[config.mk]
export PLATFORM = sky130hd
export DESIGN_NAME = hms_time_counter
export DESIGN_NICKNAME = d
export VERILOG_FILES = /design/src/rtl/hms_time_counter.sv
export SDC_FILE = /design/constraint.sdc
export NUM_CORES = 1
export LEC_CHECK = 0
export ABC_AREA = 1
export CAP_MARGIN = 40
export CORE_ASPECT_RATIO = 0.5
export CORE_UTILIZATION = 49
export CTS_CLUSTER_SIZE = 20
export DETAILED_ROUTE_END_ITERATION = 16
export GPL_ROUTABILITY_DRIVEN = 0
export PLACE_DENSITY_LB_ADDON = 0.3
export SLEW_MARGIN = 25
export SYNTH_ARGS = -nofsm -noshare
export SYNTH_HDL_FRONTEND = slang
export SYNTH_SLANG_ARGS = --single-unit
[constraint.sdc]
create_clock -name clk -period 1.6 [get_ports clk]
set_input_delay 0.24 -clock clk [delete_from_list [all_inputs] [get_ports clk]]
set_output_delay 0.24 -clock clk [all_outputs]
set_load 0.005 [all_outputs]
[src/rtl/hms_time_counter.sv]
// BCD HH.MM.SS time-of-day counter with a button-driven hour/minute set mode.
// Define HMS_12_HOUR_EN to remap the displayed hour digits to 12-hour format with a PM dot.
module hms_time_counter #(
  parameter int INIT_HOURS   = 0,
  parameter int INIT_MINUTES = 0,
  parameter int INIT_SECONDS = 0
) (
  input  logic        clk,
  input  logic        rst,
  input  logic        tick,
  input  logic        mode_btn,
  input  logic        inc_btn,
  input  logic        dec_btn,
  output logic [31:0] bcd,
  output logic [7:0]  dots,
  output logic [1:0]  mode,
  output logic        rollover
);

  typedef enum logic [1:0] {
    MODE_RUN         = 2'd0,
    MODE_SET_HOURS   = 2'd1,
    MODE_SET_MINUTES = 2'd2
  } mode_e;

  if (INIT_HOURS < 0 || INIT_HOURS > 23 ||
      INIT_MINUTES < 0 || INIT_MINUTES > 59 ||
      INIT_SECONDS < 0 || INIT_SECONDS > 59) begin : g_init_range_check
    $error("hms_time_counter: INIT_HOURS/INIT_MINUTES/INIT_SECONDS out of range");
  end

  localparam logic [7:0] INIT_HOURS_BCD   = {4'(INIT_HOURS / 10),   4'(INIT_HOURS % 10)};
  localparam logic [7:0] INIT_MINUTES_BCD = {4'(INIT_MINUTES / 10), 4'(INIT_MINUTES % 10)};
  localparam logic [7:0] INIT_SECONDS_BCD = {4'(INIT_SECONDS / 10), 4'(INIT_SECONDS % 10)};
`ifdef HMS_12_HOUR_EN
  localparam logic [7:0] INIT_DOTS = (INIT_HOURS >= 12) ? 8'h01 : 8'h00;
`else
  localparam logic [7:0] INIT_DOTS = 8'h00;
`endif

  // Two-digit BCD increment, wrapping max_v -> 00.
  function automatic logic [7:0] bcd_inc(input logic [7:0] v, input logic [7:0] max_v);
    logic [7:0] r;
    if (v == max_v) begin
      r = 8'h00;
    end else if (v[3:0] == 4'd9) begin
      r = {v[7:4] + 4'd1, 4'd0};
    end else begin
      r = {v[7:4], v[3:0] + 4'd1};
    end
    return r;
  endfunction

  // Two-digit BCD decrement, wrapping 00 -> max_v.
  function automatic logic [7:0] bcd_dec(input logic [7:0] v, input logic [7:0] max_v);
    logic [7:0] r;
    if (v == 8'h00) begin
      r = max_v;
    end else if (v[3:0] == 4'd0) begin
      r = {v[7:4] - 4'd1, 4'd9};
    end else begin
      r = {v[7:4], v[3:0] - 4'd1};
    end
    return r;
  endfunction

  function automatic logic [7:0] hour_display(input logic [7:0] h);
`ifdef HMS_12_HOUR_EN
    logic [4:0] hb;
    logic [4:0] hd;
    logic [7:0] r;
    hb = 5'(h[7:4]) * 5'd10 + 5'(h[3:0]);
    if (hb == 5'd0) begin
      hd = 5'd12;
    end else if (hb > 5'd12) begin
      hd = hb - 5'd12;
    end else begin
      hd = hb;
    end
    if (hd >= 5'd10) begin
      r = {4'd1, 4'(hd - 5'd10)};
    end else begin
      r = {4'd0, 4'(hd)};
    end
    return r;
`else
    return h;
`endif
  endfunction

  logic [7:0]  hours_q, hours_d;
  logic [7:0]  minutes_q, minutes_d;
  logic [7:0]  seconds_q, seconds_d;
  mode_e       mode_q, mode_d;
  logic        blink_q, blink_d;
  logic        rollover_q, rollover_d;
  logic [31:0] bcd_q, bcd_d;
  logic [7:0]  dots_q, dots_d;
  logic        sec_wrap, min_wrap, day_wrap;
  logic        inc_only, dec_only;

  assign sec_wrap = (seconds_q == 8'h59);
  assign min_wrap = (minutes_q == 8'h59);
  assign day_wrap = sec_wrap && min_wrap && (hours_q == 8'h23);
  assign inc_only = inc_btn && !dec_btn;
  assign dec_only = dec_btn && !inc_btn;

  // Next-state for time fields, set-mode FSM, blink and rollover.
  always_comb begin
    hours_d    = hours_q;
    minutes_d  = minutes_q;
    seconds_d  = seconds_q;
    mode_d     = mode_q;
    blink_d    = blink_q;
    rollover_d = 1'b0;
    case (mode_q)
      MODE_RUN: begin
        if (tick) begin
          seconds_d  = bcd_inc(seconds_q, 8'h59);
          minutes_d  = sec_wrap ? bcd_inc(minutes_q, 8'h59) : minutes_q;
          hours_d    = (sec_wrap && min_wrap) ? bcd_inc(hours_q, 8'h23) : hours_q;
          rollover_d = day_wrap;
        end else begin
          rollover_d = 1'b0;
        end
        // A tick coinciding with mode_btn still advances time; the transition clears blink.
        if (mode_btn) begin
          mode_d  = MODE_SET_HOURS;
          blink_d = 1'b0;
        end else begin
          blink_d = blink_q ^ tick;
        end
      end
      MODE_SET_HOURS: begin
        if (mode_btn) begin
          mode_d  = MODE_SET_MINUTES;
          blink_d = 1'b0;
        end else begin
          blink_d = blink_q ^ tick;
          if (inc_only) begin
            hours_d = bcd_inc(hours_q, 8'h23);
          end else if (dec_only) begin
            hours_d = bcd_dec(hours_q, 8'h23);
          end else begin
            hours_d = hours_q;
          end
        end
      end
      MODE_SET_MINUTES: begin
        if (mode_btn) begin
          mode_d    = MODE_RUN;
          blink_d   = 1'b0;
          seconds_d = 8'h00;
        end else begin
          blink_d = blink_q ^ tick;
          if (inc_only) begin
            minutes_d = bcd_inc(minutes_q, 8'h59);
          end else if (dec_only) begin
            minutes_d = bcd_dec(minutes_q, 8'h59);
          end else begin
            minutes_d = minutes_q;
          end
        end
      end
      default: begin
        mode_d  = MODE_RUN;
        blink_d = 1'b0;
      end
    endcase
  end

  // Display image computed from next state so outputs track state with no extra lag.
  always_comb begin
    bcd_d  = {8'h00, hour_display(hours_d), minutes_d, seconds_d};
    dots_d = 8'h00;
    case (mode_d)
      MODE_RUN: begin
        dots_d[2] = blink_d;
        dots_d[4] = blink_d;
      end
      MODE_SET_HOURS:   dots_d[5:4] = 2'b11;
      MODE_SET_MINUTES: dots_d[3:2] = 2'b11;
      default:          dots_d = 8'h00;
    endcase
`ifdef HMS_12_HOUR_EN
    dots_d[0] = (hours_d >= 8'h12);
`endif
  end

  // State and output registers; reset overrides every other input.
  always_ff @(posedge clk) begin
    if (rst) begin
      hours_q    <= INIT_HOURS_BCD;
      minutes_q  <= INIT_MINUTES_BCD;
      seconds_q  <= INIT_SECONDS_BCD;
      mode_q     <= MODE_RUN;
      blink_q    <= 1'b0;
      rollover_q <= 1'b0;
      bcd_q      <= {8'h00, hour_display(INIT_HOURS_BCD), INIT_MINUTES_BCD, INIT_SECONDS_BCD};
      dots_q     <= INIT_DOTS;
    end else begin
      hours_q    <= hours_d;
      minutes_q  <= minutes_d;
      seconds_q  <= seconds_d;
      mode_q     <= mode_d;
      blink_q    <= blink_d;
      rollover_q <= rollover_d;
      bcd_q      <= bcd_d;
      dots_q     <= dots_d;
    end
  end

  assign bcd      = bcd_q;
  assign dots     = dots_q;
  assign mode     = mode_q;
  assign rollover = rollover_q;

endmodule

### After elaboration in Yosys (flattened, before gate mapping)

Index checks and enable logic that the tools add are counted.

| operators by class | value |
|---|---|
| add/sub/neg operators | 10 |
| $mul | 0 |
| div/mod/pow operators | 0 |
| order comparisons | 0 |
| equality and inequality tests | 10 |
| shift operators | 0 |
| mux-type cells | 35 |
| bitwise gates (word level) | 3 |
| reductions and logical operators | 14 |

Operator list:

| cell | number |
|---|---|
| 8-bit 2-to-1 mux | 22 |
| 8-bit case mux with 2 select lines | 3 |
| 4-bit by 1-bit adder with 4-bit output (second input constant) | 6 |
| 8-bit by 7-bit equality test with 1-bit output (second input constant) | 2 |
| 8-bit zero test | 2 |
| 4-bit by 1-bit subtractor with 4-bit output (second input constant) | 4 |
| 4-bit equality test (second input constant) | 3 |
| 8-bit by 6-bit equality test with 1-bit output (second input constant) | 1 |
| 4-bit zero test | 2 |
| 2-bit 2-to-1 mux | 3 |
| 2-bit case mux with 3 select lines | 1 |
| 3-bit OR reduction | 2 |
| 2-bit by 1-bit equality test with 1-bit output (second input constant) | 2 |
| 2-bit equality test (second input constant) | 2 |
| 1-bit logical AND | 4 |
| 2-bit zero test | 2 |
| 1-bit 2-to-1 mux | 4 |
| 1-bit case mux with 2 select lines | 2 |
| 1-bit zero test | 2 |
| 1-bit inverter | 2 |
| 1-bit bitwise XOR | 1 |

| word-level totals | value |
|---|---|
| register bits after elaboration | 68 |
| latch bits | 0 |
| memory bits (writable) | 0 |
| memory bits (read-only) | 0 |
| output and inout port bits | 43 |
| memories | 0 |

### Logic depth before layout (Yosys ltp)

Gate-level depths: netlist of the first run.

| logic depth | value |
|---|---|
| depth in word-level cells | 7 |
| gate-level depth with buffers | 13 |

### Least setup slack after synthesis of the first run

OpenSTA, ideal clock, no wires.

| timing | value |
|---|---|
| path type | flip-flop to flip-flop |
| from | register with a tool-made name |
| to | register with a tool-made name |
| library setup time | 0.128 ns |
| arrival | 1.429 ns |
| slack | 0.044 ns |
| stages on the path, launching flop included | 11 |
| buffers on the path | 0 |
| cell sequence | dfxtp_1 ha_1 nand3_4 nor2_4 nand2_4 nand2_1 nand2_1 nand2_1 o21ai_1 nor2_1 nor2_1 |

==> results of run 1 <==
logic make-up (layout without fill, tap and decap cells):
logic type	after synthesis	in the layout
other	1	12
DFF	32	32
buffers and inverters	83	184
and+or+nand+nor	252	252
AOI/OAI and AO/OA	72	72
adders and majority gates	17	17
xor gates and xnor gates	6	6
cell type report:
cell class | count | share of cell area (%)
Sequential cell | 32 | 15.6
Clock buffer | 6 | 3.08
Multi-Input combinational cell | 359 | 49.0
Timing Repair Buffer | 118 | 23.8
Clock inverter | 2 | 0.838
Inverter | 58 | 5.44
Tap cell | 73 | 2.18
how the worst min path moves through the flow:
stage / slack [ns] / from / to / cells after the start
after floorplan: 0.43 / mode_btn / dots[3]$_SDFF_PP0_ / 3
after global placement: 0.49 / flip-flop / flip-flop / 2
after detailed placement: 0.49 / flip-flop / flip-flop / 2
after CTS: 0.50 / flip-flop / flip-flop / 2
after global routing: 0.52 / flip-flop / flip-flop / 2
final: 0.50 / flip-flop / flip-flop / 2
per-layer routing:
metal | GRT usage, % | vias up
li1 | - | 1715
met1 | 42.1 | 1637
met2 | 46.7 | 208
met3 | 6.21 | 36
met4 | 7.43 | 0
met5 | 0 | -
power groups by stage:
| stage | clock [W] | sequential (W) | combinational, W |
|---|---|---|---|
| floorplan | 0 | 0.000869 | 0.000294 |
| global placement | 0 | 0.000862 | 0.000519 |
| detailed placement | 0 | 0.000864 | 0.000525 |
| CTS | 0.00111 | 0.000847 | 0.000537 |
| global route | 0.00116 | 0.000854 | 0.000653 |
| finish | 0.00113 | 0.000851 | 0.000601 |
critical path, delay by kind of cell, from the launching register on:
kind / cells / cell delay (ns)
and+or+nand+nor: 8 / 0.86
DFF: 1 / 0.33
adders and majority gates: 1 / 0.15
buffers and inverters: 1 / 0.08
AOI/OAI and AO/OA: 1 / 0.07
what timing repair did:
item,4_1_cts,5_1_grt
resized for setup,8,61
buffers inserted,0,6
pin swaps,2,19
endpoints found under the hold margin,0,0
setup endpoints to repair,9,22
cloned,0,0
per-stage QoR:
step / utilization [%] / hold WS, ns / setup WS, ns / total power, W / setup TNS (ns)
2_1_floorplan: - / 0.431 / 0.0438 / 0.00116 / 0
3_3_place_gp: 67.7 / 0.485 / -0.114 / 0.00138 / -1.55
3_5_place_dp: 67.7 / 0.490 / -0.153 / 0.00139 / -2.05
4_1_cts: 71.0 / 0.497 / 0.00233 / 0.00249 / 0
5_1_grt: 75.5 / 0.522 / -0.0884 / 0.00267 / -0.443
6_report: 75.5 / 0.495 / -0.00559 / 0.00258 / -0.00559
cell usage in the layout, fill, tap and decap left out, drive strengths merged, types with 3 or more instances in the layout:
cell           Yosys  layout
nand2            126     126
buf               20      82
inv               58      58
nor2              53      53
nand3             50      50
a21oi             39      39
clkdlybuf4s50      0      34
dfxtp             32      32
o21ai             22      22
ha                17      17
conb               1      12
nand4             11      11
nor3              10      10
clkbuf             5       6
o211ai             4       4
xor2               3       3
xnor2              3       3
==> qor.txt, run 1 <==
RSZ-0062 raised after global routing = true
Top sig layer = met4
Longest Clk Path Bufs = 2
CP max stage delay = 0.33 ns
Drt first pass iters = 6
Drt drc = 0
Simple-gate area share of the yosys netlist = 40.8%
Nets = 597
DIE WIDTH = 110 um
EDFF count, synth = 0
Setup slack after layout = -0.00559 ns
Root buf cell = clkbuf_16
Final Skew = 0.00444 ns
Cells after DPL = 634
Cell area power density = 616 mW/mm2
Largest family of logic cells by synthesized area = simple AND/OR/NAND/NOR gates
Met3 wire length = 948 um
Vias in the first global route = 3003
Non-Filler Instances = 648
Worst EP arrival = 1.79 ns
Final Hold Viols = 0
Pin count of the biggest net entering global routing = 13
Crit path max fanout = 8
Clk Latency, worst-skew pair = 0.29 ns
Crit start category = flip-flop
Sw Share = 29.5%
Hold buffers post-CTS = 0
Final worst-path cycle share = 100%
DRT antenna net count = 0
Gate power share = 23.3%
Site Rows = 19
GRT Total Usage = 30.0%
Max Cap Viol = 0
FMAX = 623 MHz
Critical path type = reg2reg
Clock Sinks = 32
CTS clk-pin slew, worst paths = 0.06 ns
Post-DP HPWL = 6610 um
Port buffer count = 36
Sequential area share after synthesis = 22.6%
Worst-path cell chain = inv_4, ha_4, nand3_4, nor2_4, nand2_4, nand2_4, nand2_4, nand2_1, o21ai_1, nor2_1, nor2_1
Vias per std cell = 5.55
Clk pwr share = 43.7%
Adder-cell share of the synthesized area = 7.50%
Top FF cell, synth = dfxtp_1
Most frequent cell after synthesis = nand2_1
Syn_area_per_cell = 6.13 um2
Synth top area share = 22.6%
CP max stage cell = dfxtp_2
Drt wl/cell = 14.7 um
Synth-to-layout area growth = 47.4%
Flops & latches, synth = 32
FFs w/ async S/R, synth = 0%
Initial core utilization = 51.2%
Post-synthesis mux area share = 0%
Max-slew violations = 0
Met2 routed WL = 4270 um
Final setup viols = 1
Failing checks = setup timing
Crit path capture type = flip-flop
Mapped cell area = 0.00284 mm2
Worst vdd rail ir drop = 0.000442 V
Critical path's most frequent cell = nand2_4
Layout cell share with drive strength beyond 1 = 27.8%
Die area = 0.00612 mm2
Seq pwr share = 33.0%
Hold WC Path Type = reg2reg
# fillers = 415
Antenna violations before repair = 0
CTS tree = yes
Cell Int Power = 0.00182 W
R2R setup slack = -0.006 ns
Yosys top cell by area = dfxtp_1
Inserted Clock Buffers = 5
WL met1 = 4050 um
Post-synthesis compound-gate area fraction = 13.8%
Register area = 653 um2
Routed wire length = 9520 um
Status = finished with violations
Area after DPL = 0.00375 mm2
Yosys warning count = 0
Cells after Synth = 463
Core ar. = 0.00554 mm2
Leakage Power = 2.02 nW
Top cells by area, synth = dfxtp_1 (23%), nand2_1 (16%), nand3_1 (8.3%)
Synth Area in XOR/XNOR = 1.85%
Htree depth = 2
Min cycle time layout = 1.61 ns
Via count = 3596
Critical Path RT = 1.78 ns
First-pass GRT wire length = 14200 um
DRC marker count from the first detailed-route iteration = 344
# diodes = 0
IO Count = 49
Reg2reg path depth = 11
Post-synth top cells = nand2_1 (121), inv_1 (53), nand3_1 (47), nor2_1 (44), a21oi_1 (39)
GRT overflow = 0
Final Cell Area = 0.00418 mm2
Yosys cell types = 35
Net switching power = 0.000760 W
Die height = 55.8 um
Area of the multi-input gates = 0.00205 mm2
(Power assumes the default switching activity.)
==> inputs of run 2 (changes only) <==
--- a/config.mk
+++ b/config.mk
@@ -11,7 +11,7 @@
 export CORE_UTILIZATION = 49
 export CTS_CLUSTER_SIZE = 20
 export DETAILED_ROUTE_END_ITERATION = 16
-export GPL_ROUTABILITY_DRIVEN = 0
+export MAX_ROUTING_LAYER = met4
 export PLACE_DENSITY_LB_ADDON = 0.3
 export SLEW_MARGIN = 25
 export SYNTH_ARGS = -nofsm -noshare
==> qor.txt, run 2 (synthesized netlist as in run 1, its figures left out) <==
Clk pwr share = 43.9% (+0.2 points)
Root buf cell = clkbuf_16
Layout cell share with drive strength beyond 1 = 25.9% (-1.9 points)
Leading cell type in the layout, fill and taps excluded = nand2_1
Inserted Clock Buffers = 5 (unchanged)
Worst EP arrival = 1.77 ns (-0.02 ns)
Longest Clk Path Bufs = 2 (unchanged)
Final setup viols = 0 (-1)
GRT overflow = 0 (unchanged)
CTS tree = yes
Post-DP HPWL = 6700 um (+1.4%)
Routed wire length = 9250 um (-2.8%)
Register area = 652 um2 (-0.19%)
CTS clk-pin slew, worst paths = 0.06 ns (about the same)
Min cycle time layout = 1.59 ns (-0.0137 ns)
Setup TNS = 0 ns (+0.00559 ns)
Crit path capture type = flip-flop
Clock Sinks = 32 (unchanged)
FMAX = 628 MHz (+0.86%)
Antenna violations before repair = 0 (unchanged)
DRT antenna net count = 0 (unchanged)
Crit path max fanout = 7 (-1)
Htree depth = 2 (unchanged)
Vias in the first global route = 3089 (+2.9%)
Sw Share = 28.9% (-0.54 points)
Worst vdd rail ir drop = 0.000465 V (+5.1%)
Gate power share = 22.5% (-0.8 points)
Die area = 0.00612 mm2 (unchanged)
Synth-to-layout area growth = 43.9%
Drt first pass iters = 8 (+2)
Cell area power density = 620 mW/mm2 (+0.52%)
Clk Latency, worst-skew pair = 0.28 ns (about the same)
Critical Path RT = 1.78 ns (about the same)
First-pass GRT wire length = 14300 um (+0.83%)
Core ar. = 0.00554 mm2 (unchanged)
Die height = 55.8 um (unchanged)
Vias per std cell = 5.51 (-0.72%)
Drt wl/cell = 14.4 um (-2.2%)
Port buffer count = 36 (unchanged)
Nets = 593 (-0.67%)
Cell Int Power = 0.00180 W (-1.1%)
Final Hold Viols = 0 (unchanged)
Final Skew = 0.00694 ns (+0.00249 ns)
Pin count of the biggest net entering global routing = 16 (+3)
Net switching power = 0.000732 W (-3.6%)
Status = finished clean
RSZ-0062 raised after global routing = true
Drt drc = 0 (unchanged)
Cells after DPL = 632 (-0.32%)
DRC marker count from the first detailed-route iteration = 307 (-11%)
Commonest cells after routing, fill and taps aside = nand2_1 (117), buf_4 (78), inv_1 (46)
Seq pwr share = 33.6% (+0.6 points)
Final worst-path cycle share = 99.5% (-0.86 points)
CP max stage cell = clkdlybuf4s50_1
Site Rows = 19 (unchanged)
Area of the multi-input gates = 0.00201 mm2 (-2.1%)
CP max stage delay = 0.55 ns (+0.22 ns)
Initial core utilization = 51.2% (unchanged)
Leakage Power = 1.98 nW (-1.9%)
Max-slew violations = 0 (unchanged)
Hold WC Path Type = reg2reg
DIE WIDTH = 110 um (unchanged)
Max Cap Viol = 0 (unchanged)
GRT Total Usage = 30.9% (+0.97 points)
Final RePlAce weighted congestion = 0.962
Non-Filler Instances = 644 (-0.62%)
# diodes = 0 (unchanged)
Critical path type = in2reg
Crit start category = primary input
# fillers = 411 (-0.96%)
IO Count = 49 (unchanged)
Worst-path cell chain = clkdlybuf4s50_1, nand4_2, nor2_4, nand2_4, nand2_2, nand2_2, nand2_1, nand3_1, nand2_1, inv_1
Via count = 3548 (-1.3%)
run 2: changes by cell type in the layout (fill, tap and decap cells not counted), sizes merged:
cell / before / now
buf: 82 / 78
run 2: cell type report:
cell class                 instances  area share (%)
tap                               73            2.24
sequential                        32            16.0
inverter                          58            5.39
clock buffer                       6            3.16
clock inverter                     2           0.858
multi-input combinational        359            49.1
timing repair buffer             114            23.3
run 2: metrics by stage:
| step | utilization, % | hold WS (ns) | power, W | area, um2 | setup WS, ns |
|---|---|---|---|---|---|
| 2_1_floorplan | - | 0.431 | 0.00116 | 2880 | 0.0438 |
| 3_3_place_gp | 67.2 | 0.490 | 0.00137 | 3720 | -0.134 |
| 3_5_place_dp | 67.2 | 0.492 | 0.00137 | 3720 | -0.196 |
| 4_1_cts | 70.5 | 0.502 | 0.00247 | 3910 | 0.00872 |
| 5_1_grt | 73.7 | 0.529 | 0.00262 | 4080 | -0.0958 |
| 6_report | 73.7 | 0.500 | 0.00253 | 4080 | 0.00811 |
run 2: path summary, 6_finish.rpt:
path,startpoint,to,slack (ns),cells past startpoint
setup / recovery,tick,flip-flop,0.008,10
hold / removal,flip-flop,flip-flop,0.50,2
setup reg to reg,flip-flop,flip-flop,0.008,10
hold reg to reg,flip-flop,flip-flop,0.50,2
run 2: worst max-delay path: cells and delay by family:
kind	cells	cell delay (ns)
AND/OR/NAND/NOR	8	0.92
buffers and inverters	2	0.60
run 2: metal layers:
metal | vias up | global-route usage (%) | wire length, um
met1 | 1616 | 40.2 | 4030
li1 | 1697 | - | -
met4 | 0 | 8.76 | 191
met2 | 206 | 47.2 | 4070
met3 | 29 | 8.43 | 955
met5 | - | - | 0
run 2: what timing repair did:
action	in CTS	in global routing
setup endpoints to repair	8	19
hold endpoints to repair	0	0
hold buffers	0	0
setup buffers	0	4
pin swaps	2	10
gates resized for setup	5	47
run 2: power by group through the flow:
stage                     combinational (W)  clock [W]  sequential, W
after global routing               0.000616    0.00115       0.000854
after detailed placement           0.000510          0       0.000864
final                              0.000569    0.00111       0.000851
after floorplan                    0.000294          0       0.000869
after CTS                          0.000520    0.00110       0.000847
after global placement             0.000504          0       0.000862
==> inputs of run 3 (changes only) <==
--- a/config.mk
+++ b/config.mk
@@ -13,7 +13,6 @@
 export DETAILED_ROUTE_END_ITERATION = 16
 export MAX_ROUTING_LAYER = met4
 export PLACE_DENSITY_LB_ADDON = 0.3
-export SLEW_MARGIN = 25
 export SYNTH_ARGS = -nofsm -noshare
 export SYNTH_HDL_FRONTEND = slang
 export SYNTH_SLANG_ARGS = --single-unit
==> results of run 3 <==
Final layout, timing and power as in run 2 (identical DEF).
